File: src/rtl/keypad_scan_if.sv
// Keypad matrix and display-history signals shared by the scan controller and its neighbours.
interface keypad_scan_if;
  logic [3:0] columns;
  logic [3:0] rows;
  logic       key_valid;
  logic [3:0] key_code;
  logic [3:0] digit_new;
  logic [3:0] digit_old;
  logic       key_held;

  modport master (
    input  columns,
    output rows, key_valid, key_code, digit_new, digit_old, key_held
  );

  modport slave (
    output columns,
    input  rows, key_valid, key_code, digit_new, digit_old, key_held
  );
endinterface

File: src/rtl/keypad_scan_ctrl.sv
// 4x4 keypad scanner: row strobing, press/release debounce, single-event lockout, two-digit history.
// state        | meaning
// SCAN         | rotate row strobe, look for a low column on the last dwell cycle
// DEBOUNCE     | count stable-low cycles of the captured column
// HELD         | event registered, other keys locked out until release
// RELEASE_WAIT | count stable-high cycles before resuming the scan
module keypad_scan_ctrl #(
  parameter int SCAN_DIV        = 4,
  parameter int DEBOUNCE_CYCLES = 8
) (
  input logic            clk,
  input logic            reset,
  keypad_scan_if.master  bus
);

  localparam int DW = $clog2(SCAN_DIV) + 1;
  localparam int BW = $clog2(DEBOUNCE_CYCLES) + 1;
  localparam logic [DW-1:0] DWELL_LAST = DW'(SCAN_DIV - 1);
  localparam logic [BW-1:0] DEB_LAST   = BW'(DEBOUNCE_CYCLES - 1);

  typedef enum logic [1:0] {SCAN, DEBOUNCE, HELD, RELEASE_WAIT} state_t;

  state_t        state, state_nxt;
  logic [3:0]    sync1, col_sync;
  logic [DW-1:0] dwell_cnt, dwell_nxt;
  logic [BW-1:0] deb_cnt, deb_nxt;
  logic [1:0]    cap_row, cap_row_nxt, cap_col, cap_col_nxt;
  logic [1:0]    row_idx, col_idx;
  logic [3:0]    rows_q, rows_nxt, rows_rot;
  logic          kv_q, kv_nxt, held_q, held_nxt;
  logic [3:0]    code_q, code_nxt, dnew_q, dnew_nxt, dold_q, dold_nxt;
  logic [3:0]    cur_code;
  logic          dwell_done, deb_done, any_low, cap_bit;

  function automatic logic [3:0] key_lut(input logic [1:0] r, input logic [1:0] c);
    case ({r, c})
      4'h0: key_lut = 4'h1;  4'h1: key_lut = 4'h2;  4'h2: key_lut = 4'h3;  4'h3: key_lut = 4'hA;
      4'h4: key_lut = 4'h4;  4'h5: key_lut = 4'h5;  4'h6: key_lut = 4'h6;  4'h7: key_lut = 4'hB;
      4'h8: key_lut = 4'h7;  4'h9: key_lut = 4'h8;  4'hA: key_lut = 4'h9;  4'hB: key_lut = 4'hC;
      4'hC: key_lut = 4'hE;  4'hD: key_lut = 4'h0;  4'hE: key_lut = 4'hF;  default: key_lut = 4'hD;
    endcase
  endfunction

  assign dwell_done = (dwell_cnt == DWELL_LAST);
  assign deb_done   = (deb_cnt == DEB_LAST);
  assign any_low    = (col_sync != 4'b1111);
  assign cap_bit    = col_sync[2'd3 - cap_col];
  assign rows_rot   = {rows_q[0], rows_q[3:1]};
  assign cur_code   = key_lut(cap_row, cap_col);

  always_comb begin
    case (rows_q)
      4'b1000: row_idx = 2'd0;
      4'b0100: row_idx = 2'd1;
      4'b0010: row_idx = 2'd2;
      default: row_idx = 2'd3;
    endcase
    // col0 sits on bit 3 and wins when several columns are low
    if (!col_sync[3])      col_idx = 2'd0;
    else if (!col_sync[2]) col_idx = 2'd1;
    else if (!col_sync[1]) col_idx = 2'd2;
    else                   col_idx = 2'd3;
  end

  always_ff @(posedge clk or negedge reset) begin
    if (!reset) state <= SCAN;
    else        state <= state_nxt;
  end

  always_comb begin
    state_nxt = state;
    case (state)
      SCAN:         if (dwell_done && any_low) state_nxt = DEBOUNCE;
      DEBOUNCE:     if (cap_bit) state_nxt = SCAN;
                    else if (deb_done) state_nxt = HELD;
      HELD:         if (cap_bit) state_nxt = RELEASE_WAIT;
      RELEASE_WAIT: if (!cap_bit) state_nxt = HELD;
                    else if (deb_done) state_nxt = SCAN;
      default:      state_nxt = SCAN;
    endcase
  end

  always_comb begin
    rows_nxt    = rows_q;
    dwell_nxt   = dwell_cnt;
    deb_nxt     = deb_cnt;
    cap_row_nxt = cap_row;
    cap_col_nxt = cap_col;
    kv_nxt      = 1'b0;
    held_nxt    = 1'b0;
    code_nxt    = code_q;
    dnew_nxt    = dnew_q;
    dold_nxt    = dold_q;
    case (state)
      SCAN: begin
        if (dwell_done) begin
          dwell_nxt = '0;
          if (any_low) begin
            cap_row_nxt = row_idx;
            cap_col_nxt = col_idx;
            deb_nxt     = '0;
          end else begin
            rows_nxt = rows_rot;
          end
        end else begin
          dwell_nxt = dwell_cnt + DW'(1);
        end
      end
      DEBOUNCE: begin
        if (cap_bit) begin
          deb_nxt   = '0;
          dwell_nxt = '0;
          rows_nxt  = rows_rot;
        end else if (deb_done) begin
          deb_nxt  = '0;
          kv_nxt   = 1'b1;
          held_nxt = 1'b1;
          code_nxt = cur_code;
          dnew_nxt = cur_code;
          dold_nxt = dnew_q;
        end else begin
          deb_nxt = deb_cnt + BW'(1);
        end
      end
      HELD: begin
        held_nxt = 1'b1;
        if (cap_bit) deb_nxt = '0;
      end
      RELEASE_WAIT: begin
        if (!cap_bit) begin
          held_nxt = 1'b1;
          deb_nxt  = '0;
        end else if (deb_done) begin
          deb_nxt   = '0;
          dwell_nxt = '0;
          rows_nxt  = rows_rot;
        end else begin
          held_nxt = 1'b1;
          deb_nxt  = deb_cnt + BW'(1);
        end
      end
      default: ;
    endcase
  end

  always_ff @(posedge clk or negedge reset) begin
    if (!reset) begin
      sync1     <= 4'b1111;
      col_sync  <= 4'b1111;
      rows_q    <= 4'b1000;
      dwell_cnt <= '0;
      deb_cnt   <= '0;
      cap_row   <= '0;
      cap_col   <= '0;
      kv_q      <= 1'b0;
      held_q    <= 1'b0;
      code_q    <= '0;
      dnew_q    <= '0;
      dold_q    <= '0;
    end else begin
      sync1     <= bus.columns;
      col_sync  <= sync1;
      rows_q    <= rows_nxt;
      dwell_cnt <= dwell_nxt;
      deb_cnt   <= deb_nxt;
      cap_row   <= cap_row_nxt;
      cap_col   <= cap_col_nxt;
      kv_q      <= kv_nxt;
      held_q    <= held_nxt;
      code_q    <= code_nxt;
      dnew_q    <= dnew_nxt;
      dold_q    <= dold_nxt;
    end
  end

  assign bus.rows      = rows_q;
  assign bus.key_valid = kv_q;
  assign bus.key_held  = held_q;
  assign bus.key_code  = code_q;
  assign bus.digit_new = dnew_q;
  assign bus.digit_old = dold_q;

endmodule

File: src/flat_wrapper.sv
// flat-port wrapper written by rule: the top's interface ports become plain ports
module keypad_scan_ctrl_flat 
#(
  parameter int SCAN_DIV        = 4,
  parameter int DEBOUNCE_CYCLES = 8
)
  (clk, reset, bus_columns, bus_rows, bus_key_valid, bus_key_code, bus_digit_new, bus_digit_old, bus_key_held);
  keypad_scan_if bus_i ();
  input logic clk;
  input logic reset;
  input wire logic [$bits(bus_i.columns)-1:0] bus_columns;
  output wire logic [$bits(bus_i.rows)-1:0] bus_rows;
  output wire logic [$bits(bus_i.key_valid)-1:0] bus_key_valid;
  output wire logic [$bits(bus_i.key_code)-1:0] bus_key_code;
  output wire logic [$bits(bus_i.digit_new)-1:0] bus_digit_new;
  output wire logic [$bits(bus_i.digit_old)-1:0] bus_digit_old;
  output wire logic [$bits(bus_i.key_held)-1:0] bus_key_held;
  assign bus_i.columns = bus_columns;
  assign bus_rows = bus_i.rows;
  assign bus_key_valid = bus_i.key_valid;
  assign bus_key_code = bus_i.key_code;
  assign bus_digit_new = bus_i.digit_new;
  assign bus_digit_old = bus_i.digit_old;
  assign bus_key_held = bus_i.key_held;
  keypad_scan_ctrl #(.SCAN_DIV(SCAN_DIV), .DEBOUNCE_CYCLES(DEBOUNCE_CYCLES)) u_core (.clk(clk), .reset(reset), .bus(bus_i));
endmodule
File: config.mk
export PLATFORM = sky130hd
export DESIGN_NAME = keypad_scan_ctrl_flat
export DESIGN_NICKNAME = d
export VERILOG_FILES = /design/src/rtl/keypad_scan_if.sv /design/src/rtl/keypad_scan_ctrl.sv /design/src/flat_wrapper.sv
export SDC_FILE = /design/constraint.sdc
export NUM_CORES = 1
export LEC_CHECK = 0
export CORE_ASPECT_RATIO = 1.25
export CORE_MARGIN = 2
export CORE_UTILIZATION = 30
export DETAILED_ROUTE_END_ITERATION = 10
export PLACE_DENSITY = 0.57
export SLEW_MARGIN = 20
export SYNTH_ARGS = -nofsm -noshare
export SYNTH_HDL_FRONTEND = slang
export SYNTH_SLANG_ARGS = --single-unit
File: constraint.sdc
create_clock -name clk -period 2.7 [get_ports clk]
set_input_delay 0.27 -clock clk [delete_from_list [all_inputs] [get_ports clk]]
set_output_delay 0.27 -clock clk [all_outputs]
set_load 0.02 [all_outputs]
* After elaboration in Yosys (flattened, before gate mapping) *
Memory sizes are Yosys's and may differ from the RTL's. A register that Yosys moved wholly into a read port is not among the register bits.
Index checks and enable logic that the tools add are counted.

cells by class
  reduce and logical (&&, ||, !) cells = 10
  multiplexer cells = 37
  equality and inequality tests = 19
  bitwise operators = 1
  $lt $le $gt $ge = 1
  add/subtract/negate cells = 3

operators by type and width
  cell                 number
  $mux 4               11
  $mux 2               8
  $pmux 4 s4           1
  $ne 2x1->1 const B   7
  $mux 3               4
  $pmux 4 s3           1
  $pmux 3 s3           1
  $reduce_and 3->1     3
  $eq 4x3->1 const B   2
  $pmux 2 s4           1
  $reduce_and 4->1     2
  $mux 1               7
  $pmux 2 s3           1
  $reduce_and 6->1     1
  $add 4x1->4 const B  1
  $eq 2x2->1 const B   2
  $eq 4x2->1 const B   1
  $eq 4x4->1 const B   1
  $ne 4x4->1 const B   1
  $add 3x1->3 const B  1
  $eq 3x2->1 const B   1
  $lt 2x3->1 const B   1
  $ne 3x1->1 const B   1
  $ne 3x2->1 const B   1
  other kinds (10)     10

word-level totals
  logic and storage cells = 83
  memory bits (read-only) = 64
  memories = 1
  flip-flop bits (word level) = 31
  input port bits = 6

memory list
  name             words  bits a word  rd ports  clocked after memory_dff  write ports  RTL line                RTL
  (no name shown)  16     4            1         1                         0            keypad_scan_ctrl.sv:36  case ({r, c})

* Depth between registers and ports, before layout *
Gate-level depths: netlist of the first run.

  word-level depth = 5
  mapped depth = 6
  mapped depth without buffers = 6

* Worst setup path before layout of the first run *
No wires, ideal clock.

  path type = reg2reg
  start point = register u_core.cap_col[0]
  end point = register u_core.dold_q[0] (netlist: u_core.bus.digit_old[0])
  arrival time = 1.755 ns
  stages on the path, launching flop included = 5
  slack = 0.820 ns
  path buffers = 1
  clock period less this slack = 1.880 ns
  cells stage by stage = dfrtp_1 mux4_2 nor3_4 buf_6 mux2_4

between the ends
  cells in the longest elaborated chain, start to end = 5

RTL lines
  item                               RTL line                 RTL
  start: declaration                 keypad_scan_ctrl.sv:27   logic [1:0] cap_row, cap_row_nxt, cap_col, cap_col_nxt;
  start signal: assignment           keypad_scan_ctrl.sv:167  cap_col <= cap_col_nxt;
  $sub 2x2->2                        keypad_scan_ctrl.sv:47   assign cap_bit = col_sync[2'd3 - cap_col];
  $bmux 1 s2                         keypad_scan_ctrl.sv:47
  $mux 1 (not written as such)       keypad_scan_ctrl.sv:47
  $not 1->1 (no source line)         -
  $reduce_and 3->1 (no source line)  -
  end signal: assignment             keypad_scan_ctrl.sv:172  dold_q <= dold_nxt;
  end: declaration                   keypad_scan_ctrl.sv:31   logic [3:0] code_q, code_nxt, dnew_q, dnew_nxt, dold_q, dold_nxt;

No other way between the ends. The select of a mux whose other input is x is not followed.
A chain may end at the register's enable or synchronous reset.

* Worst setup path after layout of the first run *
  start point = register u_core.cap_col[0]
  end point = register u_core.code_q[0] (netlist: u_core.bus.key_code[0])

between the ends
  cells in the longest elaborated chain, start to end = 5

RTL lines
  item                               RTL line                 RTL
  $sub 2x2->2                        keypad_scan_ctrl.sv:47
  $bmux 1 s2                         keypad_scan_ctrl.sv:47
  $mux 1 (not written as such)       keypad_scan_ctrl.sv:47
  $not 1->1 (no source line)         -
  $reduce_and 3->1 (no source line)  -
  end signal: assignment             keypad_scan_ctrl.sv:170  code_q <= code_nxt;
  end: declaration                   keypad_scan_ctrl.sv:31

Parallel ways exist; a longest one is shown, timed or not. The select of a mux whose other input is x is not followed.

==> impl_metrics.env, run 1 <==
export IMPL_ioPinCount=24
export IMPL_switching_power_uw=570
export IMPL_period_share_pct=81.3
export IMPL_grt_util_all_layers_pct=10.7
export IMPL_placed_cell_area_um2=1920
export IMPL_holdWs_ps=356
export IMPL_setup_viol=0
export IMPL_synth_avg_cell_area_um2=11.7
export IMPL_critPathKind="flip-flop to flip-flop"
export IMPL_vdd_ir_drop_max_v=0.000320
export IMPL_critPathArrivalTime_ps=2370
export IMPL_relSlewSlack_pct=62.9
export IMPL_fmax_ghz=0.456
export IMPL_clock_skew_ps=6.40
export IMPL_pwr_share_clk_pct=28.3
export IMPL_register_area_um2=887
export IMPL_required_ps=2880
export IMPL_cts_resized=0
export IMPL_synth_top_area_share_pct=39.3
export IMPL_vias_per_cell=4.74
export IMPL_postSynthCellCount=142
export IMPL_ys_warn_count=0
export IMPL_drive_gt1_share_pct=19.4
export IMPL_dp_hpwl_um=2120
export IMPL_grt_ovfl_total=0
export IMPL_gp_congestion=0.837
export IMPL_p_int_uw=1140
export IMPL_netlist_cell_type_count=33
export IMPL_syn_cell_area_um2=1660
export IMPL_hp_class="flip-flop to flip-flop"
export IMPL_p_comb_share_pct=28.6
export IMPL_cts_setup_buffers=0
export IMPL_syn_num_nets=155
export IMPL_ys_async_sr_fraction_pct=100
export IMPL_io_buffers=23
export IMPL_ys_ff_latch=35
export IMPL_synth_area_top_cells="dfrtp_1, dfstp_2, ha_1"
export IMPL_rsz0062_at_grt="no"
export IMPL_syn_to_final_growth_pct=22.7
export IMPL_fillers=516
export IMPL_grt_pass1_vias=1129
export IMPL_clockRootBuffer="clkbuf_8"
export IMPL_worstSetupEndpointType="flip-flop"
export IMPL_drc=0
export IMPL_wl_per_cell_um=12.3
export IMPL_synth_largest_area_cell="dfrtp_1"
export IMPL_total_power_uw=1710
export IMPL_row_count=30
export IMPL_synth_edf_count=0
export IMPL_clkTransAtPathRegs_ps=70
export IMPL_synthAdderAreaFrac_pct=5.29
export IMPL_grt_pass1_wl_um=5200
export IMPL_multi_input_comb_area_um2=681
export IMPL_hold_buffers=0
export IMPL_synth_compound_area_share_pct=11.0
export IMPL_clkSinkCount=35
export IMPL_drtIter0Drc=62
export IMPL_clkLatencyLatePin_ps=290
export IMPL_antenna_found_initial=0
export IMPL_ys_seq_area_share_pct=53.5
export IMPL_nets=177
export IMPL_hold_viol_final=0
export IMPL_synthMuxAreaShare_pct=12.4
export IMPL_stdcell_area_um2=2030
export IMPL_slew_viol_final=0
export IMPL_cts_tree="done"
export IMPL_tns_ps=0
export IMPL_synth_main_ff_cell="dfrtp_1"
export IMPL_worstMarginPinSlew_ps=555
export IMPL_n_antenna_cell=0
export IMPL_start_util_pct=30.9
export IMPL_dieArea_um2=6140
export IMPL_p_seq_share_pct=43.1
export IMPL_leakagePower_uw=0.000882
export IMPL_die_w_um=70.5
export IMPL_synthSimpleGateAreaFrac_pct=10.8
export IMPL_status="completed"
export IMPL_dr_pass1_iters=6
export IMPL_fp_dieH_um=87.1
export IMPL_synth_xor_area_share_pct=1.59
export IMPL_clockBufferDepth=2
export IMPL_routed_wl_um=2830
export IMPL_drtAntennaViolNets=0
export IMPL_final_common_cell="dfrtp_1"
export IMPL_cap_violations=0
export IMPL_grt_start_max_net_pins=36
export IMPL_period_needed_ps=2200
export IMPL_p_per_area_nw_per_um2=839
export IMPL_switching_share_pct=33.4
export IMPL_design_core_area_um2=5370
export IMPL_worstPathMaxFanout=11
export IMPL_route_vias_total=1085
export IMPL_h_tree_depth=2
export IMPL_critPathLaunchType="flip-flop"
export IMPL_cts_buffers_inserted=5
export IMPL_synth_top_family_by_area="multiplexers"
export IMPL_mostFrequentLayoutCells="dfrtp_1, clkdlybuf4s50_1, nand2_1, o21ai_0, dfstp_2"
## cells by family after synthesis
| group | count (synthesis) |
|---|---|
| buffers and inverters | 17 |
| muxes | 16 |
| and+or+nand+nor | 36 |
| adders and majority gates | 7 |
| AOI/OAI and AO/OA | 28 |
| DFF | 35 |
| xor gates and xnor gates | 3 |
## registers in the layout (all words and copies together), names as in the netlist, 2 cells and up, named ones only
register              flops
u_core.bus.key_code       4
u_core.dwell_cnt          3
u_core.deb_cnt            4
u_core.cap_col            2
u_core.col_sync           4
u_core.sync1              4
u_core.bus.rows           4
u_core.bus.digit_old      4
u_core.cap_row            2
## final timing paths
path                                         from  slack [ps]  depth (start not counted)                       to
worst max register to register  u_core.cap_col[0]         500                          3   u_core.bus.key_code[0]
min in group asynchronous                   reset         400                          2  u_core.bus.digit_old[2]
worst max-delay path            u_core.cap_col[0]         500                          3   u_core.bus.key_code[0]
max in group asynchronous                   reset        1960                          2       u_core.bus.rows[3]
worst min register to register    u_core.sync1[3]         360                          0       u_core.col_sync[3]
worst min-delay path              u_core.sync1[3]         360                          0       u_core.col_sync[3]
## Yosys cell counts, types with 2 or more instances
library cell	n
dfrtp_1	26
nand2_1	13
o21ai_0	13
dfstp_2	9
inv_1	8
ha_1	7
nor2_1	7
mux2_2	6
a21oi_1	5
mux2_4	5
nand3_1	5
buf_4	4
mux2i_1	4
nor3_1	3
o211ai_1	3
xnor2_1	3
buf_2	2
clkbuf_1	2
nand4_1	2
nor2b_1	2
## worst max-delay path, stage by stage (launching register included)
cell	delay [ps]
dfrtp_1	510
mux4_2	660
nor3_4	520
mux2_2	390
## power groups by stage
stage / clock network [µW] / logic, µW / registers [µW]
2_1_floorplan: 0 / 429 / 679
3_3_place_gp: 0 / 470 / 736
3_5_place_dp: 0 / 497 / 744
4_1_cts: 498 / 498 / 735
5_1_grt: 525 / 566 / 756
6_report: 483 / 488 / 735
## routing by layer
metal  track usage, %  vias to the layer above  share of wire, %  wire length, µm
met4             6.47                        0               3.1               87
met2             17.7                       36                51             1440
li1                 -                      533                 -                -
met1             12.0                      506                40             1140
met5                0                        -                 0                0
met3             3.59                       10               5.7              161
## stage by stage
stage	worst slack [ps]	std cells	utilization (%)
finish	505	229	37.9
global route	388	229	37.9
CTS	492	229	37.9
detailed placement	482	221	35.7
global placement	565	221	35.7
floorplan	820	142	-
## cell type report
cell class / count / share of cell area, %
clock buffers: 6 / 4.06
clock inverters: 2 / 1.72
inverters: 8 / 1.48
multi-input cells: 90 / 33.5
flip-flops and latches: 35 / 43.6
well taps: 64 / 3.94
repair buffers: 24 / 11.7
No activity file was read; power rests on OpenSTA's default activity.
==> run 2, diff against run 1 <==
--- a/config.mk
+++ b/config.mk
@@ -9,7 +9,7 @@
 export CORE_MARGIN = 2
 export CORE_UTILIZATION = 30
 export DETAILED_ROUTE_END_ITERATION = 10
-export PLACE_DENSITY = 0.57
+export PLACE_DENSITY = 0.59
 export SLEW_MARGIN = 20
 export SYNTH_ARGS = -nofsm -noshare
 export SYNTH_HDL_FRONTEND = slang
==> constraint.sdc (replaced) <==
create_clock -name clk -period 1.9 [get_ports clk]
set_input_delay 0.19 -clock clk [delete_from_list [all_inputs] [get_ports clk]]
set_output_delay 0.19 -clock clk [all_outputs]
set_load 0.02 [all_outputs]
==> impl_metrics.env, run 2 (synthesis results as in run 1) <==
export IMPL_fp_dieH_um=87.1
export IMPL_relSlewSlack_pct=71.1
export IMPL_cts_tree="done"
export IMPL_status="completed"
export IMPL_grt_ovfl_total=0
export IMPL_p_comb_share_pct=34.2
export IMPL_period_needed_ps=1730
export IMPL_rsz0062_at_grt="no"
export IMPL_path_buf_inv=1
export IMPL_clock_skew_ps=7.73
export IMPL_dr_pass1_iters=4
export IMPL_worstSetupEndpointType="flip-flop"
export IMPL_fillers=533
export IMPL_dieArea_um2=6140
export IMPL_row_count=30
export IMPL_cts_setup_buffers=0
export IMPL_p_per_area_nw_per_um2=1190
export IMPL_clockBufferDepth=2
export IMPL_clkSinkCount=35
export IMPL_switching_share_pct=33.7
export IMPL_clkLatencyLatePin_ps=290
export IMPL_p_int_uw=1660
export IMPL_slew_viol_final=0
export IMPL_cap_violations=0
export IMPL_antenna_found_initial=0
export IMPL_critPathArrivalTime_ps=1910
export IMPL_hold_depth=1
export IMPL_crit_path_cell_trace="mux4_2 -> nor3_4 -> buf_4 -> mux2_4"
export IMPL_dp_hpwl_um=2210
export IMPL_reg2reg_slack_ps=170
export IMPL_period_share_pct=90.9
export IMPL_final_common_cell="dfrtp_1"
export IMPL_crit_family="multiplexers"
export IMPL_required_ps=2080
export IMPL_grt_pass1_vias=1103
export IMPL_ioPinCount=24
export IMPL_start_util_pct=30.9
export IMPL_h_tree_depth=2
export IMPL_wl_per_cell_um=12.2
export IMPL_hp_class="input port to flip-flop"
export IMPL_cts_buffers_inserted=5
export IMPL_nets=187
export IMPL_drtIter0Drc=67
export IMPL_leakagePower_uw=0.000929
export IMPL_die_w_um=70.5
export IMPL_hold_buffers=0
export IMPL_worst_hold_startpoint="bus_columns[1]"
export IMPL_r2r_end="u_core.bus.digit_old[1]"
export IMPL_critPathLaunchType="flip-flop"
export IMPL_holdWs_ps=298
export IMPL_gp_congestion=0.702
export IMPL_dp_cells=231
export IMPL_placed_cell_area_um2=1990
export IMPL_clkTransAtPathRegs_ps=70
export IMPL_design_core_area_um2=5370
export IMPL_max_stage_delay_ps=550
export IMPL_setup_viol=0
export IMPL_grt_util_all_layers_pct=10.9
export IMPL_clockRootBuffer="clkbuf_8"
export IMPL_reg2reg_depth=4
export IMPL_worstPathMaxFanout=8
export IMPL_crit_slowest_cell="mux4_2"
export IMPL_cts_resized=0
export IMPL_p_seq_share_pct=38.9
export IMPL_stdcell_area_um2=2100
export IMPL_drc=0
export IMPL_switching_power_uw=844
export IMPL_drtAntennaViolNets=0
export IMPL_drive_gt1_share_pct=24.0
export IMPL_vias_per_cell=4.67
export IMPL_register_area_um2=887
export IMPL_critPathKind="flip-flop to flip-flop"
export IMPL_fmax_ghz=0.579
export IMPL_stdcell_count=239
export IMPL_multi_input_comb_area_um2=681
export IMPL_worstMarginPinSlew_ps=434
export IMPL_tns_ps=0
export IMPL_routed_wl_um=2910
export IMPL_io_buffers=23
export IMPL_r2r_start="u_core.cap_col[0]"
export IMPL_mostFrequentLayoutCells="dfrtp_1, clkdlybuf4s50_1, nand2_1, o21ai_0, buf_4"
export IMPL_grt_pass1_wl_um=5070
export IMPL_route_vias_total=1116
export IMPL_hold_viol_final=0
export IMPL_vdd_ir_drop_max_v=0.000460
export IMPL_syn_to_final_growth_pct=27.0
export IMPL_grt_start_max_net_pins=36
export IMPL_pwr_share_clk_pct=26.9
export IMPL_n_antenna_cell=0
export IMPL_hold_end="u_core.sync1[1]"
==> run 2: changes by cell type in the layout (fill, tap and decap cells not counted), sizes merged <==
cell    delta
buf       +10
clkbuf     -1
clkinv     +1
==> run 2: layout make-up <==
cell class | count | area share (%)
sequential | 35 | 42.2
clock buffer | 5 | 3.27
clock inverter | 3 | 2.08
timing repair buffer | 34 | 14.9
inverter | 8 | 1.43
multi-input combinational | 90 | 32.4
tap | 64 | 3.81
==> run 2: how the worst max path moves through the flow <==
stage                 startpoint                 endpoint  slack (ps)  cells past startpoint
2_1_floorplan  u_core.cap_col[0]  u_core.bus.digit_old[0]          20                      4
3_3_place_gp   u_core.cap_col[0]  u_core.bus.digit_old[2]         210                      4
3_5_place_dp   u_core.cap_col[0]  u_core.bus.digit_old[1]         170                      4
4_1_cts        u_core.cap_col[0]  u_core.bus.digit_old[1]         150                      4
5_1_grt        u_core.cap_col[0]  u_core.bus.digit_old[2]          80                      4
6_report       u_core.cap_col[0]  u_core.bus.digit_old[1]         170                      4
==> run 2: through the flow <==
step	utilization (%)	total power (µW)	setup slack (ps)
floorplan	-	1580	20.3
global placement	37.1	1840	210
detailed placement	37.1	1860	167
CTS	39.2	2550	153
global route	39.2	2700	84.5
finish	39.2	2510	172
==> run 2: worst register-to-register path, cell delays in order, from the launching register on <==
cell and delay (ps):
dfrtp_1 370, mux4_2 550, nor3_4 200, buf_4 200, mux2_4 310
==> run 2: power by group through the flow <==
stage                     clock network [µW]  logic, µW  registers [µW]
after floorplan                            0        610             965
after global placement                     0        856             986
after detailed placement                   0        871             990
after CTS                                695        875             977
after global routing                     727        975             996
final                                    673        859             975
==> run 2: per-layer routing <==
metal / track usage [%] / up-vias / wire length, µm
met1: 11.2 / 534 / 1170
met4: 6.29 / 0 / 78
met2: 19.3 / 25 / 1520
met3: 3.70 / 6 / 138
met5: 0 / - / 0
li1: - / 551 / -
==> run 3, diff against run 2 <==
==> constraint.sdc (replaced) <==
create_clock -name clk -period 1.5 [get_ports clk]
set_input_delay 0.15 -clock clk [delete_from_list [all_inputs] [get_ports clk]]
set_output_delay 0.15 -clock clk [all_outputs]
set_load 0.02 [all_outputs]
==> impl_metrics.env, run 3 (synthesis results as in run 1) <==
export IMPL_status="finished with violations"
export IMPL_violations="setup timing"
export IMPL_register_area_um2=888
export IMPL_clockRootBuffer="clkbuf_8"
export IMPL_placed_cell_area_um2=2100
export IMPL_required_ps=1680
export IMPL_total_power_uw=3420
export IMPL_vdd_ir_drop_max_v=0.000499
export IMPL_die_w_um=70.5
export IMPL_route_vias_total=1172
export IMPL_gp_congestion=0.798
export IMPL_critPathArrivalTime_ps=1870
export IMPL_cts_buffers_inserted=5
export IMPL_reg2reg_slack_ps=-190
export IMPL_timing_final_ws_setup_ps=-191
export IMPL_worstMarginPinSlew_ps=453
export IMPL_cts_tree="done"
export IMPL_dieArea_um2=6140
export IMPL_io_buffers=23
export IMPL_wl_per_cell_um=12.2
export IMPL_drtIter0Drc=77
export IMPL_worstPathMaxFanout=7
export IMPL_rsz0062_at_grt="yes"
export IMPL_row_count=30
export IMPL_n_antenna_cell=0
export IMPL_setup_viol=14
export IMPL_clock_skew_ps=3.45
export IMPL_cap_violations=0
export IMPL_hold_buffers=0
export IMPL_ioPinCount=24
export IMPL_clkTransAtPathRegs_ps=70
export IMPL_grt_util_all_layers_pct=11.2
export IMPL_multi_input_comb_area_um2=731
export IMPL_vias_per_cell=4.65
export IMPL_dr_pass1_iters=3
export IMPL_dp_hpwl_um=2240
export IMPL_relSlewSlack_pct=69.8
export IMPL_routed_wl_um=3070
export IMPL_p_per_area_nw_per_um2=1500
export IMPL_leakagePower_uw=0.00111
export IMPL_grt_start_max_net_pins=36
export IMPL_r2r_start="u_core.cap_col[0]"
export IMPL_worstSetupEndpointType="flip-flop"
export IMPL_clkSinkCount=35
export IMPL_start_util_pct=30.9
export IMPL_clkLatencyLatePin_ps=290
export IMPL_critPathLaunchType="flip-flop"
export IMPL_clockBufferDepth=2
export IMPL_period_needed_ps=1690
export IMPL_final_common_cell="dfrtp_1"
export IMPL_grt_ovfl_total=0
export IMPL_h_tree_depth=2
export IMPL_fillers=519
export IMPL_drtAntennaViolNets=0
export IMPL_drive_gt1_share_pct=32.4
export IMPL_stdcell_area_um2=2280
export IMPL_hold_viol_final=0
export IMPL_tns_ps=-2020
export IMPL_mostFrequentLayoutCells="dfrtp_1, buf_4, clkdlybuf4s50_1"
export IMPL_hp_class="input port to async pin"
export IMPL_grt_pass1_vias=1188
export IMPL_holdWs_ps=220
export IMPL_design_core_area_um2=5370
export IMPL_fp_dieH_um=87.1
export IMPL_r2r_end="u_core.bus.rows[1]"
export IMPL_fmax_ghz=0.591
export IMPL_drc=0
export IMPL_critPathKind="flip-flop to flip-flop"
export IMPL_syn_to_final_growth_pct=37.5
export IMPL_period_share_pct=113
export IMPL_nets=200
export IMPL_slew_viol_final=0
export IMPL_grt_pass1_wl_um=5280
export IMPL_antenna_found_initial=0
export IMPL_reg2reg_depth=4
## run 3: cell types whose count changed in the layout (fill, tap and decap cells not counted), moves of 2 or more
cell / delta
nand3_1: -2
dlymetal6s2s_1: +4
dlygate4sd2_1: +4
o21ai_1: +2
buf_4: +11
clkdlybuf4s50_1: -8
o21ai_0: -2
nand3_2: +2
## run 3: repair_timing
item                                    CTS  global route
buffers inserted                          0             1
gates resized for setup                   8            10
endpoints found under the setup margin   21            28
pin swaps                                 1             3
## run 3: stage by stage
stage	instances	worst slack [ps]	util [%]
after floorplan	142	-272	-
after global placement	244	-164	39.2
after detailed placement	244	-196	39.2
after CTS	252	-185	41.4
after global routing	252	-248	42.4
final	252	-191	42.4
## run 3: layer usage
layer / routed length, µm / global-route usage [%] / vias up / share of wire [%]
met5: 0 / 0 / - / 0
met4: 60 / 5.24 / 0 / 2.0
met3: 179 / 4.28 / 7 / 5.8
met2: 1580 / 19.7 / 25 / 51
li1: - / - / 577 / -
met1: 1250 / 11.7 / 563 / 41
## run 3: how the worst max path moves through the flow
stage / slack (ps) / start / depth (start not counted) / end
2_1_floorplan: -270 / u_core.cap_col[0] / 4 / u_core.bus.digit_old[0]
3_3_place_gp: -160 / u_core.cap_col[0] / 4 / u_core.bus.rows[2]
3_5_place_dp: -200 / u_core.cap_col[0] / 4 / u_core.bus.rows[0]
4_1_cts: -180 / u_core.cap_col[0] / 4 / u_core.bus.rows[0]
5_1_grt: -250 / u_core.cap_col[0] / 4 / u_core.bus.key_code[0]
6_report: -190 / u_core.cap_col[0] / 4 / u_core.bus.rows[1]
## run 3: report_power, final
group	internal [µW]	total, µW	switching (µW)
Sequential	1100	1220	120
Combinational	665	1330	663
Clock	537	872	335
Total	2300	3420	1120
## run 3: area by class of cell
| class | instances | share of cell area (%) |
|---|---|---|
| tap | 64 | 3.51 |
| timing repair buffer | 47 | 18.9 |
| sequential | 35 | 39.0 |
| clock inverter | 2 | 1.54 |
| inverter | 8 | 1.32 |
| multi-input combinational | 90 | 32.1 |
| clock buffer | 6 | 3.62 |
## run 3: critical path, stage by stage (launching register included)
cell and delay, ps:
dfrtp_2 370, mux4_2 550, buf_6 180, a2bb2o_4 220
mux2_2 270
==> variant: new RTL, flow settings as in run 2 <==
Re-encode `state_t` (4 states) as one-hot, 4 bits wide.
--- a/src/rtl/keypad_scan_ctrl.sv
+++ b/src/rtl/keypad_scan_ctrl.sv
@@ -18,7 +18,7 @@
   localparam logic [DW-1:0] DWELL_LAST = DW'(SCAN_DIV - 1);
   localparam logic [BW-1:0] DEB_LAST   = BW'(DEBOUNCE_CYCLES - 1);
 
-  typedef enum logic [1:0] {SCAN, DEBOUNCE, HELD, RELEASE_WAIT} state_t;
+  typedef enum logic [3:0] {SCAN = 4'b0001, DEBOUNCE = 4'b0010, HELD = 4'b0100, RELEASE_WAIT = 4'b1000} state_t;
 
   state_t        state, state_nxt;
   logic [3:0]    sync1, col_sync;
Formal check against the unedited RTL: no difference found for any inputs over 10 cycles, from zero or initial values and one cycle with reset low; not proved beyond that.
==> variant against run 2 <==
  * Design area rose by 7.0%
  * Non-clock buffer count rose by 2
  * Via count rose by 7.6%
  * Global-route usage fell by 0.52 points
  * Routed wire length rose by 4.8%
  * Worst hold slack improved by 1.1 ps
  * Synthesized area rose by 8.9%
  * Power fell by 9.9%
  * Core utilization fell by 0.52 points
  * Sequential cell count rose by 2
  * Worst setup slack got worse by 91 ps
==> variant: results (changes against run 2) <==
| Metric | Value |
|---|---|
| Global routing usage on met1 | 0.135 (+0.0224) |
| Post-DP HPWL | 2170 microns (-1.5%) |
| Reg2reg path depth | 5 (+1) |
| Dominant combinational cell family by area after synthesis | simple AND/OR/NAND/NOR gates |
| #FFs+latches synth | 37 (+5.7%) |
| Proportion of cell area occupied by registers | 0.418 (-0.00409) |
| Number of clock buffer instances in the layout | 6 (+1) |
| Critical R2R Capture | u_core.bus.rows[0]$_DFFE_PN0P_ |
| Nets in the synthesized netlist | 167 (+7.7%) |
| Global-route wire length before repair | 5400 microns (+6.5%) |
| R2r setup slk | 80 ps (-90 ps) |
| Post-placement worst setup slack | 69.7 ps (-97.3 ps) |
| Outcome | finished clean |
| Detailed route wirelength on metal2 | 1470 microns (-3.7%) |
| Data arrival time of the critical path | 1990 ps (+80 ps) |
| Fraction of final layout cells with drive strength greater than 1 | 0.230 (-0.0101) |
| Buffers excl. clock | 36 (+5.9%) |
| Share of final layout cell area taken by clock buffers and inverters | 0.0389 (-0.0146) |
| Commonest cells in the netlist | sky130_fd_sc_hd__dfrtp_1, sky130_fd_sc_hd__dfstp_2, sky130_fd_sc_hd__nand2_1, sky130_fd_sc_hd__nor2_1, sky130_fd_sc_hd__inv_1 |
| Leakage power | 0.000996 uW (+7.2%) |
| Largest net degree at the start of global routing | 38 (+5.6%) |
| Multi-input gates | 98 (+8.9%) |
| Mux contribution to synthesized area | 0.123 (-0.00112) |
| Total of fill cells in the finished design | 577 (+8.3%) |
| Worst hold slack | 299 ps (+1.06 ps) |
| Met2 Use GR | 0.155 (-0.0383) |
| Register area share after synthesis | 0.520 (-0.0154) |
| Synth Area in XOR/XNOR | 0.0194 (+0.00356) |
| Internal power summed over all cells | 1520 uW (-8.6%) |
| Largest clock skew in the final design | 10.1 ps (+2.35 ps) |
| Cell family with most CP delay | simple AND/OR/NAND/NOR gates |
| Distinct cell type count of the synthesized netlist | 44 (+33%) |
| Number of placement rows | 31 (+3.3%) |
| Maximum fanout along the worst path | 7 (-1) |
| Buffering overhead | 0.151 (+0.00256) |
| Launch point of the worst reg-to-reg path | u_core.state[2]$_DFFE_PN0P_ |
| Synthesized instance count | 154 (+8.5%) |
| Met3 capacity usage during global routing | 0.0335 (-0.00355) |
| Post-detailed-routing wire length | 3050 microns (+4.8%) |
| Met3 wirelength from detailed routing | 110 microns (-20%) |
| Post-synthesis compound-gate area fraction | 0.0908 (-0.0194) |
| Worst slew pin tran | 464 ps (+30.7 ps) |
| Non-filler instance count after layout | 253 (+5.9%) |
| All-Layer GR Usage | 0.104 (-0.00522) |
| First DRT Iteration DRCs | 92 (+37%) |
| RD Place Congestion | 0.803 (+14%) |
[variant: changes by cell type after synthesis, moves of 3 or more]
cell                      before  now
sky130_fd_sc_hd__nor2_1        7   10
sky130_fd_sc_hd__o21ai_0      13    6
sky130_fd_sc_hd__mux2_1        0    4
sky130_fd_sc_hd__mux2_2        6    2
sky130_fd_sc_hd__nand2_1      13   10
[variant: power by group through the flow]
| stage | clock network (uW) | logic, uW | registers (uW) |
|---|---|---|---|
| 6_report | 542 | 713 | 1000 |
| 5_1_grt | 602 | 822 | 1030 |
| 4_1_cts | 563 | 719 | 1000 |
| 3_5_place_dp | 0 | 714 | 1020 |
| 3_3_place_gp | 0 | 712 | 1010 |
| 2_1_floorplan | 0 | 568 | 964 |
[variant: worst register-to-register path: cells and delay by family (launching register included)]
| kind | cells | cell delay, ps |
|---|---|---|
| simple gates | 1 | 540 |
| mux | 1 | 320 |
| buf+inv | 1 | 160 |
| flops | 1 | 380 |
| compound gates | 2 | 310 |
[variant: worst max path at each step]
stage	cells past startpoint	to	startpoint	slack [ps]
3_5_place_dp	5	u_core.bus.rows[2]$_DFFE_PN0P_	u_core.state[2]$_DFFE_PN0P_	70
5_1_grt	5	u_core.deb_cnt[0]$_DFFE_PN0P_	u_core.cap_col[0]$_DFFE_PN0P_	-20
6_report	5	u_core.bus.rows[0]$_DFFE_PN0P_	u_core.state[2]$_DFFE_PN0P_	80
2_1_floorplan	5	u_core.bus.digit_old[0]$_DFFE_PN0P_	u_core.cap_col[0]$_DFFE_PN0P_	20
4_1_cts	5	u_core.bus.rows[2]$_DFFE_PN0P_	u_core.state[2]$_DFFE_PN0P_	50
3_3_place_gp	5	u_core.bus.rows[2]$_DFFE_PN0P_	u_core.state[2]$_DFFE_PN0P_	50
